===== src/rtl/decbin_pkg.sv =====
// decbin_pkg: shared FSM encoding and CABAC probability tables for the bin decoder
package decbin_pkg;
  typedef enum logic [2:0] {IDLE, INIT, RD, DEC, RENORM, RESP} state_t;
  localparam logic [8:0] RANGE_INIT = 9'd510;
  localparam logic [7:0] LPS_TAB [64][4] = '{
    '{8'd128, 8'd176, 8'd208, 8'd240}, '{8'd128, 8'd167, 8'd197, 8'd227},
    '{8'd128, 8'd158, 8'd187, 8'd216}, '{8'd123, 8'd150, 8'd178, 8'd205},
    '{8'd116, 8'd142, 8'd169, 8'd195}, '{8'd111, 8'd135, 8'd160, 8'd185},
    '{8'd105, 8'd128, 8'd152, 8'd175}, '{8'd100, 8'd122, 8'd144, 8'd166},
    '{8'd95,  8'd116, 8'd137, 8'd158}, '{8'd90,  8'd110, 8'd130, 8'd150},
    '{8'd85,  8'd104, 8'd123, 8'd142}, '{8'd81,  8'd99,  8'd117, 8'd135},
    '{8'd77,  8'd94,  8'd111, 8'd128}, '{8'd73,  8'd89,  8'd105, 8'd122},
    '{8'd69,  8'd85,  8'd100, 8'd116}, '{8'd66,  8'd80,  8'd95,  8'd110},
    '{8'd62,  8'd76,  8'd90,  8'd104}, '{8'd59,  8'd72,  8'd86,  8'd99},
    '{8'd56,  8'd69,  8'd81,  8'd94},  '{8'd53,  8'd65,  8'd77,  8'd89},
    '{8'd51,  8'd62,  8'd73,  8'd85},  '{8'd48,  8'd59,  8'd69,  8'd80},
    '{8'd46,  8'd56,  8'd66,  8'd76},  '{8'd43,  8'd53,  8'd63,  8'd72},
    '{8'd41,  8'd50,  8'd59,  8'd69},  '{8'd39,  8'd48,  8'd56,  8'd65},
    '{8'd37,  8'd45,  8'd54,  8'd62},  '{8'd35,  8'd43,  8'd51,  8'd59},
    '{8'd33,  8'd41,  8'd48,  8'd56},  '{8'd32,  8'd39,  8'd46,  8'd53},
    '{8'd30,  8'd37,  8'd43,  8'd50},  '{8'd29,  8'd35,  8'd41,  8'd48},
    '{8'd27,  8'd33,  8'd39,  8'd45},  '{8'd26,  8'd31,  8'd37,  8'd43},
    '{8'd24,  8'd30,  8'd35,  8'd41},  '{8'd23,  8'd28,  8'd33,  8'd39},
    '{8'd22,  8'd27,  8'd32,  8'd37},  '{8'd21,  8'd26,  8'd30,  8'd35},
    '{8'd20,  8'd24,  8'd29,  8'd33},  '{8'd19,  8'd23,  8'd27,  8'd31},
    '{8'd18,  8'd22,  8'd26,  8'd30},  '{8'd17,  8'd21,  8'd25,  8'd28},
    '{8'd16,  8'd20,  8'd23,  8'd27},  '{8'd15,  8'd19,  8'd22,  8'd25},
    '{8'd14,  8'd18,  8'd21,  8'd24},  '{8'd14,  8'd17,  8'd20,  8'd23},
    '{8'd13,  8'd16,  8'd19,  8'd22},  '{8'd12,  8'd15,  8'd18,  8'd21},
    '{8'd12,  8'd14,  8'd17,  8'd20},  '{8'd11,  8'd14,  8'd16,  8'd19},
    '{8'd11,  8'd13,  8'd15,  8'd18},  '{8'd10,  8'd12,  8'd15,  8'd17},
    '{8'd10,  8'd12,  8'd14,  8'd16},  '{8'd9,   8'd11,  8'd13,  8'd15},
    '{8'd9,   8'd11,  8'd12,  8'd14},  '{8'd8,   8'd10,  8'd12,  8'd14},
    '{8'd8,   8'd9,   8'd11,  8'd13},  '{8'd7,   8'd9,   8'd11,  8'd12},
    '{8'd7,   8'd9,   8'd10,  8'd12},  '{8'd7,   8'd8,   8'd10,  8'd11},
    '{8'd6,   8'd8,   8'd9,   8'd11},  '{8'd6,   8'd7,   8'd9,   8'd10},
    '{8'd6,   8'd7,   8'd8,   8'd9},   '{8'd2,   8'd2,   8'd2,   8'd2}
  };
  localparam logic [5:0] TRANS_LPS [64] = '{
    6'd0,  6'd0,  6'd1,  6'd2,  6'd2,  6'd4,  6'd4,  6'd5,
    6'd6,  6'd7,  6'd8,  6'd9,  6'd9,  6'd11, 6'd11, 6'd12,
    6'd13, 6'd13, 6'd15, 6'd15, 6'd16, 6'd16, 6'd18, 6'd18,
    6'd19, 6'd19, 6'd21, 6'd21, 6'd22, 6'd22, 6'd23, 6'd24,
    6'd24, 6'd25, 6'd26, 6'd26, 6'd27, 6'd27, 6'd28, 6'd29,
    6'd29, 6'd30, 6'd30, 6'd30, 6'd31, 6'd32, 6'd32, 6'd33,
    6'd33, 6'd33, 6'd34, 6'd34, 6'd35, 6'd35, 6'd35, 6'd36,
    6'd36, 6'd36, 6'd37, 6'd37, 6'd37, 6'd38, 6'd38, 6'd63
  };
endpackage


===== src/rtl/decbin_ctx_ram.sv =====
// decbin_ctx_ram: context store, one write port, registered read with write-first bypass
module decbin_ctx_ram #(parameter int AW = 9) (
  input  logic          clk,
  input  logic          we,
  input  logic [AW-1:0] waddr,
  input  logic [6:0]    wdata,
  input  logic [AW-1:0] raddr,
  output logic [6:0]    rdata
);
  logic [6:0] mem [2**AW];
  always_ff @(posedge clk) begin
    if (we) mem[waddr] <= wdata;
    rdata <= we && waddr == raddr ? wdata : mem[raddr];
  end
endmodule


===== src/rtl/decbin_srv.sv =====
// decbin_srv: CABAC regular-bin decode server with bit-serial bitstream input
module decbin_srv import decbin_pkg::*; #(parameter int CTX_W = 9) (
  input  logic             ap_clk,
  input  logic             ap_rst_n,
  input  logic [CTX_W-1:0] get_inline_mem_addr_i,
  input  logic             get_inline_mem_addr_i_ap_vld,
  output logic             get_inline_mem_addr_i_ap_rdy,
  output logic             get_inline_mem_data_o,
  output logic             get_inline_mem_data_o_ap_vld,
  input  logic             bs_bit_i,
  input  logic             bs_bit_vld_i,
  output logic             bs_bit_rdy_o,
  input  logic             init_i,
  input  logic             ctx_wr_en_i,
  input  logic [CTX_W-1:0] ctx_wr_addr_i,
  input  logic [6:0]       ctx_wr_data_i,
  output logic             busy_o
);
  state_t state, nxt;
  logic [8:0] range_q, offset_q, rlps, rmps, range_n;
  logic [3:0] cnt;
  logic [CTX_W-1:0] ctx;
  logic [6:0] rdata;
  logic [5:0] ps, ps_n;
  logic inited, bin_q, mps, lps, req_hs, bit_hs, wb_en;
  assign get_inline_mem_addr_i_ap_rdy = state == IDLE && inited && !ctx_wr_en_i && !init_i;
  assign bs_bit_rdy_o = state == INIT || state == RENORM;
  assign get_inline_mem_data_o_ap_vld = state == RESP;
  assign get_inline_mem_data_o = state == RESP && bin_q;
  assign busy_o = state != IDLE;
  assign req_hs = get_inline_mem_addr_i_ap_vld && get_inline_mem_addr_i_ap_rdy;
  assign bit_hs = bs_bit_vld_i && bs_bit_rdy_o;
  // a reset landing on the DEC edge must not commit the write-back
  assign wb_en = state == DEC && ap_rst_n;
  always_comb begin
    ps = rdata[6:1];
    mps = rdata[0];
    rlps = {1'b0, LPS_TAB[ps][range_q[7:6]]};
    rmps = range_q - rlps;
    lps = offset_q >= rmps;
    range_n = lps ? rlps : rmps;
    ps_n = lps ? TRANS_LPS[ps] : ps >= 6'd62 ? 6'd62 : ps + 6'd1;
  end
  always_comb begin
    nxt = state;
    case (state)
      IDLE:    nxt = init_i ? INIT : req_hs ? RD : IDLE;
      INIT:    nxt = bit_hs && cnt == 4'd8 ? IDLE : INIT;
      RD:      nxt = DEC;
      DEC:     nxt = range_n[8] ? RESP : RENORM;
      RENORM:  nxt = bit_hs && range_q[7] ? RESP : RENORM;
      RESP:    nxt = IDLE;
      default: nxt = IDLE;
    endcase
  end
  always_ff @(posedge ap_clk) begin
    if (!ap_rst_n) begin
      state <= IDLE;
      range_q <= '0;
      offset_q <= '0;
      inited <= 1'b0;
      cnt <= '0;
      ctx <= '0;
      bin_q <= 1'b0;
    end else begin
      state <= nxt;
      if (state == IDLE && init_i) begin
        range_q <= RANGE_INIT;
        offset_q <= '0;
        cnt <= '0;
      end
      if (req_hs) ctx <= get_inline_mem_addr_i;
      if (state == INIT && bit_hs) begin
        offset_q <= {offset_q[7:0], bs_bit_i};
        cnt <= cnt + 4'd1;
        inited <= inited | (cnt == 4'd8);
      end
      if (state == DEC) begin
        range_q <= range_n;
        offset_q <= lps ? offset_q - rmps : offset_q;
        bin_q <= mps ^ lps;
      end
      if (state == RENORM && bit_hs) begin
        range_q <= {range_q[7:0], 1'b0};
        offset_q <= {offset_q[7:0], bs_bit_i};
      end
    end
  end
  decbin_ctx_ram #(.AW(CTX_W)) u_ram (
    .clk(ap_clk),
    .we(ctx_wr_en_i | wb_en),
    .waddr(ctx_wr_en_i ? ctx_wr_addr_i : ctx),
    .wdata(ctx_wr_en_i ? ctx_wr_data_i : {ps_n, mps ^ (lps && ps == 6'd0)}),
    .raddr(ctx),
    .rdata(rdata)
  );
endmodule


===== config.mk =====
export PLATFORM = sky130hd
export DESIGN_NAME = decbin_srv
export DESIGN_NICKNAME = d
export VERILOG_FILES = /design/src/rtl/decbin_pkg.sv /design/src/rtl/decbin_ctx_ram.sv /design/src/rtl/decbin_srv.sv
export SDC_FILE = /design/constraint.sdc
export NUM_CORES = 2
export LEC_CHECK = 0
export ABC_AREA = 0
export CELL_PAD_IN_SITES_DETAIL_PLACEMENT = 0
export CELL_PAD_IN_SITES_GLOBAL_PLACEMENT = 1
export CORE_MARGIN = 2
export CORE_UTILIZATION = 50
export DETAILED_ROUTE_END_ITERATION = 10
export DONT_BUFFER_PORTS = 1
export PLACE_DENSITY_LB_ADDON = 0.1
export RECOVER_POWER = 25
export SYNTH_ARGS = -nofsm -noshare
export SYNTH_HDL_FRONTEND = slang
export SYNTH_HIERARCHICAL = 1
export SYNTH_SLANG_ARGS = --single-unit

===== constraint.sdc =====
create_clock -name ap_clk -period 31.7 [get_ports ap_clk]
set_input_delay 3.17 -clock ap_clk [delete_from_list [all_inputs] [get_ports ap_clk]]
set_output_delay 3.17 -clock ap_clk [all_outputs]
set_load 0.05 [all_outputs]

==> results.yml <==
floorplanning:
  die_area_sq_mm: 0.2982
  dieWidth_um: 546.1
  pin_count: 37
  start_util: 0.5013
  dieHeight_um: 546.1
  core_region_area_sq_mm: 0.2931
  rows: 199
finish:
  areaGrowthSynthToFinish_pct: 10.36
  n_fill_cell: 22600
  stdcell_count: 12210
  final_util: 0.5533
  nets: 8056
  final_common_cell: "edfxtp_1"
  stdcell_area_sq_mm: 0.1621
  drive_gt1_frac: 0.1625
  final_cell_mix: "edfxtp_1 (3584), mux2i_1 (664), nor2_1 (656)"
drt:
  routedWlPerCell_um: 33.40
  ant_nets: 0
  drc: 0
  dr.pass1.iters: 6
  drt-total-wl_um: 407900
  drtIter0Drc: 9316
  vias_per_cell: 6.435
  vias: 78590
setup_path:
  r2r_slack_ns: 13.47
  start_kind: "register"
  max_stage_delay_ns: 0.92
  crit_path_end_kind: "register"
  cp_slowest_cell: "buf_4"
  critPathArrivalTime_ns: 18.84
  cp_common_cell: "buf_4"
  critPathKind: "register to register"
  worstPathMaxFanout: 100
  crit_required_ns: 32.30
status:
  status: "finished, violations left"
  failed_checks: "capacitance limit, slew limit"
place:
  place_area_sq_mm: 0.1503
  globalplace.congestion: 0.8695
  dp_hpwl_um: 248700
  dp_worst_setup_slack_ns: 13.58
  dp.cells: 11520
  port_buffers: 0
sta:
  skew_ns: 0.06645
  setup_viol: 0
  tightest_slew_ns: 4.671
  drv_slew: 251
  finalSetupTns_ns: 0
  fin_crit_sh: 0.5752
  fin_crit_ns: 18.23
  hold_viol: 0
  relSlewSlack: -2.114
  setup_ws_ns: 13.47
  rsz0062_at_grt: "false"
  fmax_mhz: 54.84
job:
  max_cap_violations: 13
cts:
  htreeDepth: 5
  cts_tree: "done"
  cts_root_buffer: "clkbuf_16"
  cts_sinks: 3629
  clkTransAtPathRegs_ns: 0.06
  numCtsBuffers: 376
  post-cts-setup-buffer-count: 0
  clock_path_buffers: 4
  ctsResizeCount: 0
  cts_hold_buf: 0
  worstSkewPairLatency_ns: 0.97
yosys:
  ys_seq_area_frac: 0.7387
  ys_warn_count: 6
  ys.flop_type: "edfxtp_1"
  syn_area_per_cell_sq_um: 18.49
  synth_edf_count: 3584
  syn_nets: 8020
  ys_types: 99
  async_reset_ff_frac: 0
  synth_seq_cells: 3629
  synth_area_sq_mm: 0.1469
  syn_inst: 7946
power_and_ir_drop:
  p_leak_nw: 47.80
  p_per_area_mw_per_mm2: 61.68
  max-vdd-ir-drop_uv: 46.56
grt:
  grt_pass1_wl_um: 579400
  grt_max_degree: 215
  antenna_found_initial: 15
  grt_pass1_vias: 77210
  grt_usage: 0.2700
  grt-ovfl-total: 0
min_path:
  hp-class: "register to register"
-- cell families after synthesis --
group,count (synthesis),synth area share
AO/OA/AOI/OAI,1053,0.04998
adder cells (fa/ha/maj),42,0.003730
AND/OR/NAND/NOR,1343,0.04147
multiplexers,1303,0.1416
flip-flops,3629,0.7387
XOR/XNOR,18,0.001073
buffers and inverters,558,0.02347
-- layout make-up --
| type | count | area (sq um) | area share |
|---|---|---|---|
| sequential | 3629 | 108500 | 0.6694 |
| multi-input combinational | 3759 | 35200 | 0.2171 |
| clock buffer | 464 | 9907 | 0.06110 |
| tap | 3919 | 4903 | 0.03024 |
| clock inverter | 219 | 1997 | 0.01232 |
| timing repair buffer | 180 | 1426 | 0.008797 |
| inverter | 36 | 147.6 | 0.0009106 |
| antenna | 6 | 15.01 | 0.00009260 |
-- worst paths after layout --
kind | from | endpoint | depth (start not counted)
worst max-delay path | register | u_ram/mem[69][4] | 40
worst min register to register | ctx[1] | register | 0
worst max register to register | register | u_ram/mem[69][4] | 40
worst min-delay path | ctx[1] | register | 0
-- power by group --
part / leakage, nW / internal (W) / total, W / switching, W
registers: 32.6 / 0.00538 / 0.00539 / 0.00000314
logic: 9.35 / 0.0000436 / 0.000303 / 0.000259
clock network: 5.84 / 0.00248 / 0.00431 / 0.00183
-- flip-flops by register name, indices dropped and copies added, names as in the netlist, named ones only --
| signal | cells |
|---|---|
| offset_q | 9 |
| cnt | 4 |
| state | 3 |
| bin_q | 1 |
| ctx | 9 |
| u_ram/mem | 3584 |
| inited | 1 |
| range_q | 9 |
-- synth_stat cells, types with 11 or more instances --
library cell | n | area, sq um
buf_2 | 100 | 500.5
mux2i_1 | 664 | 6646
nand2b_1 | 45 | 281.5
and3_1 | 11 | 68.82
mux2_2 | 35 | 394.1
a211o_1 | 16 | 140.1
or3_1 | 11 | 68.82
nor4_1 | 41 | 256.5
o22a_1 | 11 | 96.34
a2111oi_0 | 29 | 254.0
a221oi_1 | 19 | 166.4
mux4_2 | 559 | 12590
o22ai_1 | 218 | 1364
a21oi_1 | 150 | 750.7
nand2_1 | 214 | 803.3
ha_1 | 39 | 488.0
inv_1 | 36 | 135.1
buf_4 | 36 | 270.3
o211ai_1 | 18 | 135.1
a31oi_1 | 35 | 219.0
mux4_1 | 44 | 1156
o21ai_0 | 159 | 795.8
nor3_1 | 148 | 740.7
and2_1 | 19 | 118.9
a211oi_1 | 32 | 240.2
o31ai_1 | 34 | 255.2
o221ai_1 | 201 | 1760
nand4_1 | 41 | 256.5
buf_12 | 11 | 220.2
dfxtp_1 | 45 | 900.9
nor2_1 | 658 | 2470
xnor2_1 | 13 | 113.9
nor2b_1 | 27 | 168.9
a22oi_1 | 28 | 210.2
clkbuf_1 | 227 | 852.1
buf_6 | 81 | 912.1
buf_1 | 38 | 142.6
buf_8 | 20 | 300.3
nand3_1 | 67 | 335.3
edfxtp_1 | 3584 | 107600
-- layer usage --
layer	routed length, um	track usage
met1	175200	0.4024
met2	191200	0.4197
met3	31020	0.04049
met4	10460	0.07014
met5	48	0
-- per-stage QoR --
step	hold WS [ns]	total power, W
6_report	0.3607	0.01000
5_1_grt	0.3693	0.01027
4_1_cts	0.3642	0.01007
3_5_place_dp	0.3516	0.005795
3_3_place_gp	0.3454	0.005781
2_1_floorplan	0.3471	0.005809
-- worst max-delay path: cells and delay by family (launching register included) --
family,cells,cell delay (ns)
buffers and inverters,11,7.48
AOI/OAI and AO/OA,15,3.89
and+or+nand+nor,8,2.80
adders and majority gates,3,1.09
muxes,2,0.73
DFF,1,0.71
xor gates and xnor gates,1,0.20
(Power assumes the default switching activity.)
